## src/rtl/page_bridge_pkg.sv

```systemverilog
// Shared types and helpers for the page stream bridge: the start sequencer
// state encoding and the slice-offset helper used to address flattened buses.
package page_bridge_pkg;

  // Start sequencer states: HOLD for one cycle after reset, WAIT while the
  // start delay elapses, RUN once the kernel has been started.
  typedef enum logic [1:0] {
    HOLD = 2'd0,
    WAIT = 2'd1,
    RUN  = 2'd2
  } start_state_e;

  // Low bit of channel idx inside a flattened bus of width-bit lanes.
  function automatic int slice_lo(input int idx, input int width);
    return idx * width;
  endfunction

endpackage

```

## src/rtl/stream_fifo.sv

```systemverilog
// Single-clock valid/ready FIFO. The read port is combinational from the
// storage array, so the head word is valid in the same cycle as out_vld.
// A word written in cycle t becomes visible at the output in cycle t+1.
// in_ack and out_vld depend only on the registered occupancy.
module stream_fifo #(
  parameter int WIDTH      = 32,
  parameter int DEPTH_LOG2 = 3
) (
  input  logic             clk,
  input  logic             reset,
  input  logic [WIDTH-1:0] in_data,
  input  logic             in_vld,
  output logic             in_ack,
  output logic [WIDTH-1:0] out_data,
  output logic             out_vld,
  input  logic             out_ack
);

  localparam int DEPTH = 1 << DEPTH_LOG2;
  localparam logic [DEPTH_LOG2:0] FULL_OCC = {1'b1, {DEPTH_LOG2{1'b0}}};

  logic [WIDTH-1:0]      mem_reg [DEPTH];
  logic [DEPTH_LOG2-1:0] wr_ptr_reg;
  logic [DEPTH_LOG2-1:0] rd_ptr_reg;
  logic [DEPTH_LOG2:0]   occ_reg;

  logic full;
  logic empty;
  logic wr_en;
  logic rd_en;

  // The extra occupancy bit separates full from empty when the pointers meet.
  assign full     = (occ_reg == FULL_OCC);
  assign empty    = (occ_reg == '0);
  assign in_ack   = ~full;
  assign out_vld  = ~empty;
  // A write into a full FIFO is refused even if a read frees a slot that cycle.
  assign wr_en    = in_vld & ~full;
  assign rd_en    = out_ack & ~empty;
  assign out_data = mem_reg[rd_ptr_reg];

  // Storage array; contents need no reset because occupancy gates visibility.
  always_ff @(posedge clk) begin
    if (wr_en) begin
      mem_reg[wr_ptr_reg] <= in_data;
    end
  end

  // Pointer and occupancy bookkeeping; pointers wrap modulo the depth.
  always_ff @(posedge clk or negedge reset) begin
    if (!reset) begin
      wr_ptr_reg <= '0;
      rd_ptr_reg <= '0;
      occ_reg    <= '0;
    end else begin
      if (wr_en) begin
        wr_ptr_reg <= wr_ptr_reg + 1'b1;
      end
      if (rd_en) begin
        rd_ptr_reg <= rd_ptr_reg + 1'b1;
      end
      case ({wr_en, rd_en})
        2'b10:   occ_reg <= occ_reg + 1'b1;
        2'b01:   occ_reg <= occ_reg - 1'b1;
        default: occ_reg <= occ_reg;
      endcase
    end
  end

endmodule

```

## src/rtl/page_stream_bridge.sv

```systemverilog
// Elastic multi-channel bridge between the leaf interface and the user kernel.
// Each direction has one FIFO per channel. A start sequencer holds the kernel
// side closed until ap_start rises; the leaf side may fill the input FIFOs
// meanwhile. Per-channel transfer counters and an ap_done counter are kept,
// and all of them are cleared by a resend pulse.
module page_stream_bridge
  import page_bridge_pkg::*;
#(
  parameter int PAYLOAD_BITS    = 32,
  parameter int NUM_IN_PORTS    = 2,
  parameter int NUM_OUT_PORTS   = 2,
  parameter int FIFO_DEPTH_LOG2 = 3,
  parameter int START_DELAY     = 16,
  parameter int CNT_BITS        = 32
) (
  input  logic                                  clk,
  input  logic                                  reset,
  input  logic                                  resend,
  input  logic [NUM_IN_PORTS*PAYLOAD_BITS-1:0]  if_dout,
  input  logic [NUM_IN_PORTS-1:0]               if_vld,
  output logic [NUM_IN_PORTS-1:0]               if_ack,
  output logic [NUM_IN_PORTS*PAYLOAD_BITS-1:0]  usr_din,
  output logic [NUM_IN_PORTS-1:0]               usr_vld,
  input  logic [NUM_IN_PORTS-1:0]               usr_ack,
  input  logic [NUM_OUT_PORTS*PAYLOAD_BITS-1:0] usr_dout,
  input  logic [NUM_OUT_PORTS-1:0]              usr_out_vld,
  output logic [NUM_OUT_PORTS-1:0]              usr_out_ack,
  output logic [NUM_OUT_PORTS*PAYLOAD_BITS-1:0] if_din,
  output logic [NUM_OUT_PORTS-1:0]              if_out_vld,
  input  logic [NUM_OUT_PORTS-1:0]              if_out_ack,
  output logic                                  ap_start,
  input  logic                                  ap_done,
  output logic [NUM_IN_PORTS*CNT_BITS-1:0]      in_cnt,
  output logic [NUM_OUT_PORTS*CNT_BITS-1:0]     out_cnt,
  output logic [CNT_BITS-1:0]                   done_cnt
);

  localparam int WAIT_BITS = $clog2(START_DELAY + 1);

  start_state_e         state_reg;
  logic [WAIT_BITS-1:0] wait_cnt_reg;
  logic                 ap_start_reg;

  // leaf_open keeps if_ack low in reset and during the HOLD cycle;
  // kernel_open gates the kernel-facing handshakes until the kernel runs.
  logic leaf_open;
  logic kernel_open;

  logic [NUM_IN_PORTS-1:0]  in_fifo_ack;
  logic [NUM_IN_PORTS-1:0]  in_fifo_vld;
  logic [NUM_OUT_PORTS-1:0] out_fifo_ack;

  logic [CNT_BITS-1:0] in_cnt_reg  [NUM_IN_PORTS];
  logic [CNT_BITS-1:0] out_cnt_reg [NUM_OUT_PORTS];
  logic [CNT_BITS-1:0] done_cnt_reg;

  assign leaf_open   = (state_reg != HOLD);
  assign kernel_open = ap_start_reg;
  assign ap_start    = ap_start_reg;
  assign done_cnt    = done_cnt_reg;

  // Start sequencer: one HOLD cycle, START_DELAY WAIT cycles, then RUN forever.
  always_ff @(posedge clk or negedge reset) begin
    if (!reset) begin
      state_reg    <= HOLD;
      wait_cnt_reg <= '0;
      ap_start_reg <= 1'b0;
    end else begin
      case (state_reg)
        HOLD: begin
          state_reg    <= WAIT;
          wait_cnt_reg <= WAIT_BITS'(1);
        end
        WAIT: begin
          if (wait_cnt_reg == WAIT_BITS'(START_DELAY)) begin
            state_reg    <= RUN;
            ap_start_reg <= 1'b1;
          end else begin
            wait_cnt_reg <= wait_cnt_reg + 1'b1;
          end
        end
        RUN: begin
          ap_start_reg <= 1'b1;
        end
        default: begin
          state_reg    <= HOLD;
          ap_start_reg <= 1'b0;
        end
      endcase
    end
  end

  genvar gi;

  // Leaf -> kernel channels: FIFO plus delivered-word counter per channel.
  generate
    for (gi = 0; gi < NUM_IN_PORTS; gi++) begin : g_in
      localparam int DLO = slice_lo(gi, PAYLOAD_BITS);
      localparam int CLO = slice_lo(gi, CNT_BITS);

      logic kernel_take;

      stream_fifo #(
        .WIDTH      (PAYLOAD_BITS),
        .DEPTH_LOG2 (FIFO_DEPTH_LOG2)
      ) u_fifo (
        .clk      (clk),
        .reset    (reset),
        .in_data  (if_dout[DLO +: PAYLOAD_BITS]),
        .in_vld   (if_vld[gi] & leaf_open),
        .in_ack   (in_fifo_ack[gi]),
        .out_data (usr_din[DLO +: PAYLOAD_BITS]),
        .out_vld  (in_fifo_vld[gi]),
        .out_ack  (usr_ack[gi] & kernel_open)
      );

      assign if_ack[gi]  = in_fifo_ack[gi] & leaf_open;
      assign usr_vld[gi] = in_fifo_vld[gi] & kernel_open;
      assign kernel_take = usr_vld[gi] & usr_ack[gi];
      assign in_cnt[CLO +: CNT_BITS] = in_cnt_reg[gi];

      // Count words handed to the kernel; resend clears, overriding the increment.
      always_ff @(posedge clk or negedge reset) begin
        if (!reset) begin
          in_cnt_reg[gi] <= '0;
        end else if (resend) begin
          in_cnt_reg[gi] <= '0;
        end else if (kernel_take) begin
          in_cnt_reg[gi] <= in_cnt_reg[gi] + 1'b1;
        end
      end
    end
  endgenerate

  // Kernel -> leaf channels: FIFO plus delivered-word counter per channel.
  generate
    for (gi = 0; gi < NUM_OUT_PORTS; gi++) begin : g_out
      localparam int DLO = slice_lo(gi, PAYLOAD_BITS);
      localparam int CLO = slice_lo(gi, CNT_BITS);

      logic leaf_take;

      stream_fifo #(
        .WIDTH      (PAYLOAD_BITS),
        .DEPTH_LOG2 (FIFO_DEPTH_LOG2)
      ) u_fifo (
        .clk      (clk),
        .reset    (reset),
        .in_data  (usr_dout[DLO +: PAYLOAD_BITS]),
        .in_vld   (usr_out_vld[gi] & kernel_open),
        .in_ack   (out_fifo_ack[gi]),
        .out_data (if_din[DLO +: PAYLOAD_BITS]),
        .out_vld  (if_out_vld[gi]),
        .out_ack  (if_out_ack[gi])
      );

      assign usr_out_ack[gi] = out_fifo_ack[gi] & kernel_open;
      assign leaf_take       = if_out_vld[gi] & if_out_ack[gi];
      assign out_cnt[CLO +: CNT_BITS] = out_cnt_reg[gi];

      // Count words handed to the leaf; resend clears, overriding the increment.
      always_ff @(posedge clk or negedge reset) begin
        if (!reset) begin
          out_cnt_reg[gi] <= '0;
        end else if (resend) begin
          out_cnt_reg[gi] <= '0;
        end else if (leaf_take) begin
          out_cnt_reg[gi] <= out_cnt_reg[gi] + 1'b1;
        end
      end
    end
  endgenerate

  // Count ap_done cycles regardless of sequencer state; resend clears.
  always_ff @(posedge clk or negedge reset) begin
    if (!reset) begin
      done_cnt_reg <= '0;
    end else if (resend) begin
      done_cnt_reg <= '0;
    end else if (ap_done) begin
      done_cnt_reg <= done_cnt_reg + 1'b1;
    end
  end

endmodule
```

## config.mk

```make
export PLATFORM = sky130hd
export DESIGN_NAME = page_stream_bridge
export DESIGN_NICKNAME = d
export VERILOG_FILES = /design/src/rtl/page_bridge_pkg.sv /design/src/rtl/stream_fifo.sv /design/src/rtl/page_stream_bridge.sv
export SDC_FILE = /design/constraint.sdc
export NUM_CORES = 2
export LEC_CHECK = 0
export BUFFER_PORTS_ARGS = -buffer_cell sky130_fd_sc_hd__buf_4
export CORE_ASPECT_RATIO = 0.7
export CORE_MARGIN = 2
export CORE_UTILIZATION = 30
export CTS_CLUSTER_SIZE = 10
export DETAILED_ROUTE_END_ITERATION = 6
export SLEW_MARGIN = 10
export SYNTH_ARGS = -nofsm -noshare
export SYNTH_HDL_FRONTEND = slang
export SYNTH_SLANG_ARGS = --single-unit
```

## constraint.sdc

```tcl
create_clock -name clk -period 3.93 [get_ports clk]
set_input_delay 0.1965 -clock clk [delete_from_list [all_inputs] [get_ports clk]]
set_output_delay 0.1965 -clock clk [all_outputs]
set_load 0.03 [all_outputs]
```

== Word level (Yosys, flattened, before mapping) ==
Memories as Yosys holds them, arrays and structs flattened.
Cells that the tools add are included.
W data, S select, Z words.

* Register bits after elaboration: 208
* Memory bits (writable): 1,024
* Input port bits: 140
* Output and inout bits: 297
* Word-level logic and storage cells: 142
* Memories: 4

{| class="wikitable"
|+ Memory list
! name !! depth !! bits a word !! rd ports !! clocked after memory_dff !! wr ports !! RTL line !! source
|-
| g_in[0].u_fifo.mem_reg || 8 || 32 || 1 || 0 || 1 || stream_fifo.sv:22 || <nowiki>logic [WIDTH-1:0] mem_reg [DEPTH];</nowiki>
|-
| g_in[1].u_fifo.mem_reg || 8 || 32 || 1 || 0 || 1 || stream_fifo.sv:22 ||
|-
| g_out[0].u_fifo.mem_reg || 8 || 32 || 1 || 0 || 1 || stream_fifo.sv:22 ||
|-
| g_out[1].u_fifo.mem_reg || 8 || 32 || 1 || 0 || 1 || stream_fifo.sv:22 ||
|}

* $add $sub $neg: 22
* Equal/unequal tests: 17
* Muxes and demuxes: 28
* Bitwise logic cells: 32
* Reductions and logical operators: 19

{| class="wikitable"
|+ Operators with widths
! operator !! count
|-
| $mux W32 || 10
|-
| $add A32 B1 Y32 const B || 5
|-
| $pmux W4 S2 || 4
|-
| $add A3 B1 Y3 const B || 8
|-
| $and A1 B1 Y1 || 22
|-
| $reduce_bool A2 Y1 || 11
|-
| $add A4 B1 Y4 const B || 4
|-
| $eq A4 B4 Y1 const B || 4
|-
| $logic_not A4 Y1 || 4
|-
| $sub A4 B1 Y4 const B || 4
|-
| $eq A2 B1 Y1 const B || 5
|-
| $eq A2 B2 Y1 const B || 5
|-
| $not A1 Y1 || 10
|-
| $pmux W5 S2 || 1
|-
| $mux W1 || 9
|-
| $pmux W2 S3 || 1
|-
| $reduce_and A2 Y1 || 3
|-
| $add A5 B1 Y5 const B || 1
|-
| $eq A5 B5 Y1 const B || 1
|-
| $mux W5 || 1
|-
| $ne A2 B2 Y1 const B || 2
|-
| $pmux W1 S3 || 1
|-
| $logic_not A2 Y1 || 1
|-
| $mux W2 || 1
|}

== Logic depth before layout (Yosys ltp) ==
* Word-level depth: 6
* Mapped depth: 13
* Mapped depth without buffers: 12

== Modules after synthesis ==
Synthesis repeated with hierarchy kept, for this count alone.

* Cell total of the unflattened synthesis: 2,688
* Area, all modules: 50,320.8 um^2

{| class="wikitable"
|+ Modules (own cells, without submodules)
! module !! times used !! cells an instance !! area an instance (um^2) !! seq. area each (um^2)
|-
| stream_fifo (g_out[0].u_fifo ...) || 2 || 435 || 10,367.4 || 7,937.6
|-
| stream_fifo (g_in[1].u_fifo) || 1 || 435 || 10,371.2 || 7,937.6
|-
| stream_fifo (g_in[0].u_fifo) || 1 || 435 || 10,364.9 || 7,937.6
|-
| page_stream_bridge || 1 || 948 || 8,849.7 || 4,204.0
|}

== Least setup slack after synthesis ==
No wires, ideal clock.

* Path kind: reg2reg
* Start: register g_in[1].u_fifo.occ_reg[1]
* End: memory g_in[1].u_fifo.mem_reg[0][0] (enable)
* Library setup time: 0.461 ns
* Data arrival time: 3.931 ns
* Data required time: 3.469 ns
* Setup slack: -0.462 ns
* Stages on the path, launching flop included: 8
* Path buffers: 2
* Period minus slack after synthesis: 4.392 ns
* Cell sequence: dfrtp_1 clkbuf_1 nor3_1 a21oi_1 and2_1 clkbuf_1 nand2b_1 nor3_1

* Longest elaborated chain between the ends: 5

{| class="wikitable"
|+ Ends and longest elaborated chain
! element !! RTL line !! source
|-
| start: declaration || stream_fifo.sv:25 || <nowiki>logic [DEPTH_LOG2:0] occ_reg;</nowiki>
|-
| start signal: assignment || stream_fifo.sv:63 || <nowiki>2'b10: occ_reg <= occ_reg + 1'b1;</nowiki>
|-
| start signal: assignment || stream_fifo.sv:64 || <nowiki>2'b01: occ_reg <= occ_reg - 1'b1;</nowiki>
|-
| start signal: assignment || stream_fifo.sv:65 || <nowiki>default: occ_reg <= occ_reg;</nowiki>
|-
| $eq A4 B4 Y1 || stream_fifo.sv:33 || <nowiki>assign full = (occ_reg == FULL_OCC);</nowiki>
|-
| $not A1 Y1 || stream_fifo.sv:38 || <nowiki>assign wr_en = in_vld & ~full;</nowiki>
|-
| $and A1 B1 Y1 || stream_fifo.sv:38 ||
|-
| $mux W1 || stream_fifo.sv:44 || <nowiki>if (wr_en) begin</nowiki>
|-
| $mux W1 (implied by the code) || stream_fifo.sv:45 || <nowiki>mem_reg[wr_ptr_reg] <= in_data;</nowiki>
|-
| end: declaration || stream_fifo.sv:22 ||
|}

Every way passes these cells.

== Worst setup path after layout ==
* Start: register g_out[1].u_fifo.rd_ptr_reg[0]
* End: output port if_din[53]

* Longest elaborated chain between the ends: 1

{| class="wikitable"
|+ Ends and longest elaborated chain
! element !! RTL line !! source
|-
| start: declaration || stream_fifo.sv:24 || <nowiki>logic [DEPTH_LOG2-1:0] rd_ptr_reg;</nowiki>
|-
| start signal: assignment || stream_fifo.sv:60 || <nowiki>rd_ptr_reg <= rd_ptr_reg + 1'b1;</nowiki>
|-
| $mem_v2 Z8 W32 || n/a ||
|-
| end: declaration || page_stream_bridge.sv:28 || <nowiki>output logic [NUM_OUT_PORTS*PAYLOAD_BITS-1:0] if_din,</nowiki>
|}

Every way passes these cells.

==> flow_metrics.py <==
metrics = {
    "synth": {
        "ys_ff_latch": 1232,
        "synth_compound_area_share_pct": 1.036,
        "synth.most_common_cell": "edfxtp_1",
        "synth_common_cells": "edfxtp_1, mux4_2, dfrtp_1",
        "synth.area.top_cells": "edfxtp_1, mux4_2, dfrtp_1",
        "yosys.area.top_type": "edfxtp_1",
        "synth_fp_nets": 2786,
        "synthMuxAreaShare_pct": 14.96,
        "synth_edf_count": 1024,
        "ys_seq_area_share_pct": 73.49,
        "syn_inst": 2616,
        "synth_top_family_by_area": "multiplexers",
        "synth_top_area_share_pct": 62.85,
        "synth.distinct_cells": 49,
        "synth_area_sq_um": 48920,
        "avgSynthCellArea_sq_um": 18.70,
        "synth-adder-area-share_pct": 0.7672,
        "synthXorXnorAreaFrac_pct": 2.918,
        "synthSimpleGateAreaFrac_pct": 5.823,
        "yosys_most_used_dff": "edfxtp_1",
        "async_reset_ff_share_pct": 16.88,
        "yosys_warnings": 0,
    },
    "setup_path": {
        "end_kind": "output pin",
        "crit_slowest_cell": "dfrtp_4",
        "cp_top_family": "multiplexers",
        "slowest_delay_ns": 0.76,
        "crit_fanout": 42,
        "critical_path_class": "reg2out",
        "cp.required_ns": 3.73,
        "critical_path_buf_inv_count": 2,
        "startpoint_type": "flop",
        "worstPathArrival_ns": 3.08,
        "path_cells": "buf_12, mux4_2, mux2_2, buf_4",
    },
    "grt": {
        "antenna_found_initial": 0,
        "grt_pass1_wl_um": 178400,
        "first_global_vias": 27060,
        "grt_start_max_net_pins": 105,
        "grt_use_total_pct": 14.21,
        "globalRouteOverflowTotal": 0,
    },
    "detailed_routing": {
        "via_per_inst": 4.765,
        "antenna_left": 0,
        "drcViolationCount": 0,
        "first_pass_iters": 5,
        "post_drt_wl_per_cell_um": 21.65,
        "drtIter0Drc": 2001,
        "wl_um": 119300,
        "vias": 26240,
    },
    "place": {
        "place.gp.congestion": 0.7916,
        "hpwl_um": 74940,
        "pre_cts_slack_ns": 0.9608,
        "port_buffers": 436,
        "post_dp_cell_area_sq_um": 55470,
    },
    "cells_and_area": {
        "antenna_cells": 0,
        "final_cell_area_sq_um": 61050,
        "utilization_pct": 37.85,
        "fin_nets": 3469,
        "drive_above_1_share_pct": 32.87,
        "syn_to_final_growth_pct": 24.78,
    },
    "run_status": {
        "status": "finished clean",
    },
    "pwr": {
        "peakVddDrop_mv": 0.4568,
        "p_per_area_nw_per_um2": 702.2,
        "p_leak_uw": 0.02120,
    },
    "clock_tree": {
        "post_cts_buffers": 0,
        "clock_sinks": 1232,
        "cts_buffer_depth": 3,
        "cts_root_buf": "clkbuf_16",
        "h-tree-depth": 4,
        "clk_pin_slew_worst_paths_ns": 0.06,
        "cts_tree": "built",
        "clk_latency_ns": 0.78,
        "cts_inserted_buffers": 143,
    },
    "floorplanning": {
        "rows": 123,
        "io_pins": 437,
        "fp.dieH_um": 341.9,
        "start_util_pct": 30.33,
        "die_area_sq_um": 166400,
        "core_region_area_sq_um": 161300,
        "die_x_um": 486.7,
    },
    "sta": {
        "fin_tns_setup_ns": 0,
        "max_slew_margin_pct": 27.61,
        "worst_pin_slew_ns": 1.086,
        "fin_ws_ns": 0.6511,
        "max_freq_mhz": 305.0,
        "period_minus_slack_ns": 3.279,
        "min_period_over_period_pct": 83.43,
        "setup-violations-final": 0,
        "clock_skew_ns": 0.03482,
        "maxSlewViolCount": 0,
        "hold_violations": 0,
        "rsz0062_at_grt": "no",
    },
    "min_path": {
        "worstHoldPathType": "in2reg",
    },
    "flow_run": {
        "maxCapViolCount": 0,
    },
}
==> worst reg2reg max path, stage by stage, from the launching register on <==
cell and delay, ns:
dfrtp_1 0.48, o41ai_4 0.69, clkinv_1 0.43, ha_1 0.39, xor2_1 0.17, ha_1 0.20
a21oi_1 0.15, xor2_1 0.18, nor2_1 0.07, xor2_1 0.14
==> what timing repair did <==
action,in CTS,in global routing
resized for setup,0,0
endpoints found under the hold margin,1217,0
endpoints found under the setup margin,0,0
hold buffers,141,0
==> layout make-up <==
type                            count  area, sq um
Inverter                           24        90.09
Timing Repair Buffer              643         5379
Sequential cell                  1232        35980
Clock inverter                     19        289.0
Multi-Input combinational cell   1255        12780
Fill cell                       14830       100200
Tap cell                         2125         2659
Clock buffer                      210         3872
==> cell families after synthesis <==
kind of cell / after synthesis
buf+inv: 129
xor+xnor: 163
simple gates: 579
fa+ha+maj: 30
flops: 1232
mux: 394
compound gates: 89
==> per-stage QoR <==
stage	total power (uW)	cells	hold slack, ns
after floorplan	26060	2616	-0.09909
after global placement	31090	5138	0.2835
after detailed placement	31190	5138	0.2757
after CTS	43560	5508	0.1274
after global routing	44800	5508	0.1649
final	42870	5508	0.2038
==> final timing paths <==
check,startpoint,to,slack (ns),cells after the start
setup / recovery,g_out[1].u_fifo.rd_ptr_reg[0],if_din[53],0.65,4
max in group asynchronous,reset,g_out[0].u_fifo.rd_ptr_reg[0],2.28,4
setup reg to reg,g_out[1].u_fifo.occ_reg[1],g_out[1].u_fifo.occ_reg[2],0.91,9
hold / removal,usr_dout[1],g_out[0].u_fifo.mem_reg[5][1],0.20,2
hold reg to reg,wait_cnt_reg[0],wait_cnt_reg[0],0.51,1
min in group asynchronous,reset,done_cnt[21],0.56,3
==> power by group <==
group	total, uW	leakage, uW	internal [uW]	switching, uW
clock	12100	0.00198	6840	5230
combinational	13500	0.00713	6020	7450
sequential	17300	0.0121	16100	1250
total	42900	0.0212	28900	13900
==> placed cells by master, fill, tap and decap left out, types with 4 or more instances in the layout <==
| cell type | Yosys | routed |
|---|---|---|
| edfxtp_1 | 1024 | 1024 |
| buf_4 | 2 | 485 |
| mux4_2 | 256 | 256 |
| dfrtp_1 | 208 | 199 |
| nor2_1 | 183 | 159 |
| clkbuf_16 | 0 | 145 |
| dlygate4sd3_1 | 0 | 141 |
| mux2_2 | 136 | 136 |
| xor2_1 | 118 | 118 |
| nand2_1 | 108 | 108 |
| nand4_1 | 68 | 68 |
| clkbuf_1 | 71 | 65 |
| nand3_1 | 61 | 61 |
| xnor2_1 | 45 | 45 |
| a21oi_1 | 43 | 43 |
| o21ai_0 | 34 | 34 |
| and3_1 | 30 | 30 |
| ha_1 | 30 | 30 |
| nor2_4 | 0 | 24 |
| or3_1 | 23 | 23 |
| inv_1 | 21 | 21 |
| nor3_1 | 28 | 18 |
| nand2b_1 | 17 | 17 |
| nor4_1 | 17 | 16 |
| buf_12 | 0 | 15 |
| and2_1 | 13 | 13 |
| nor3_4 | 0 | 8 |
| nand3b_1 | 7 | 7 |
| and4_1 | 6 | 6 |
| clkinv_16 | 0 | 5 |
| dfrtp_2 | 0 | 5 |
| or4_1 | 4 | 4 |
| clkinv_1 | 1 | 4 |
| inv_6 | 0 | 4 |
| dfrtp_4 | 0 | 4 |
==> routing by layer <==
| metal | global-route usage, % | up-vias | wire length [um] | part of all wire [%] |
|---|---|---|---|---|
| li1 | - | 11700 | - | - |
| met1 | 19.74 | 13790 | 54150 | 45 |
| met2 | 22.05 | 570 | 56000 | 47 |
| met3 | 3.247 | 181 | 5850 | 4.9 |
| met4 | 4.697 | 0 | 3275 | 2.7 |
| met5 | 0 | - | 0 | 0 |
Power figures use the tool's default switching activity.
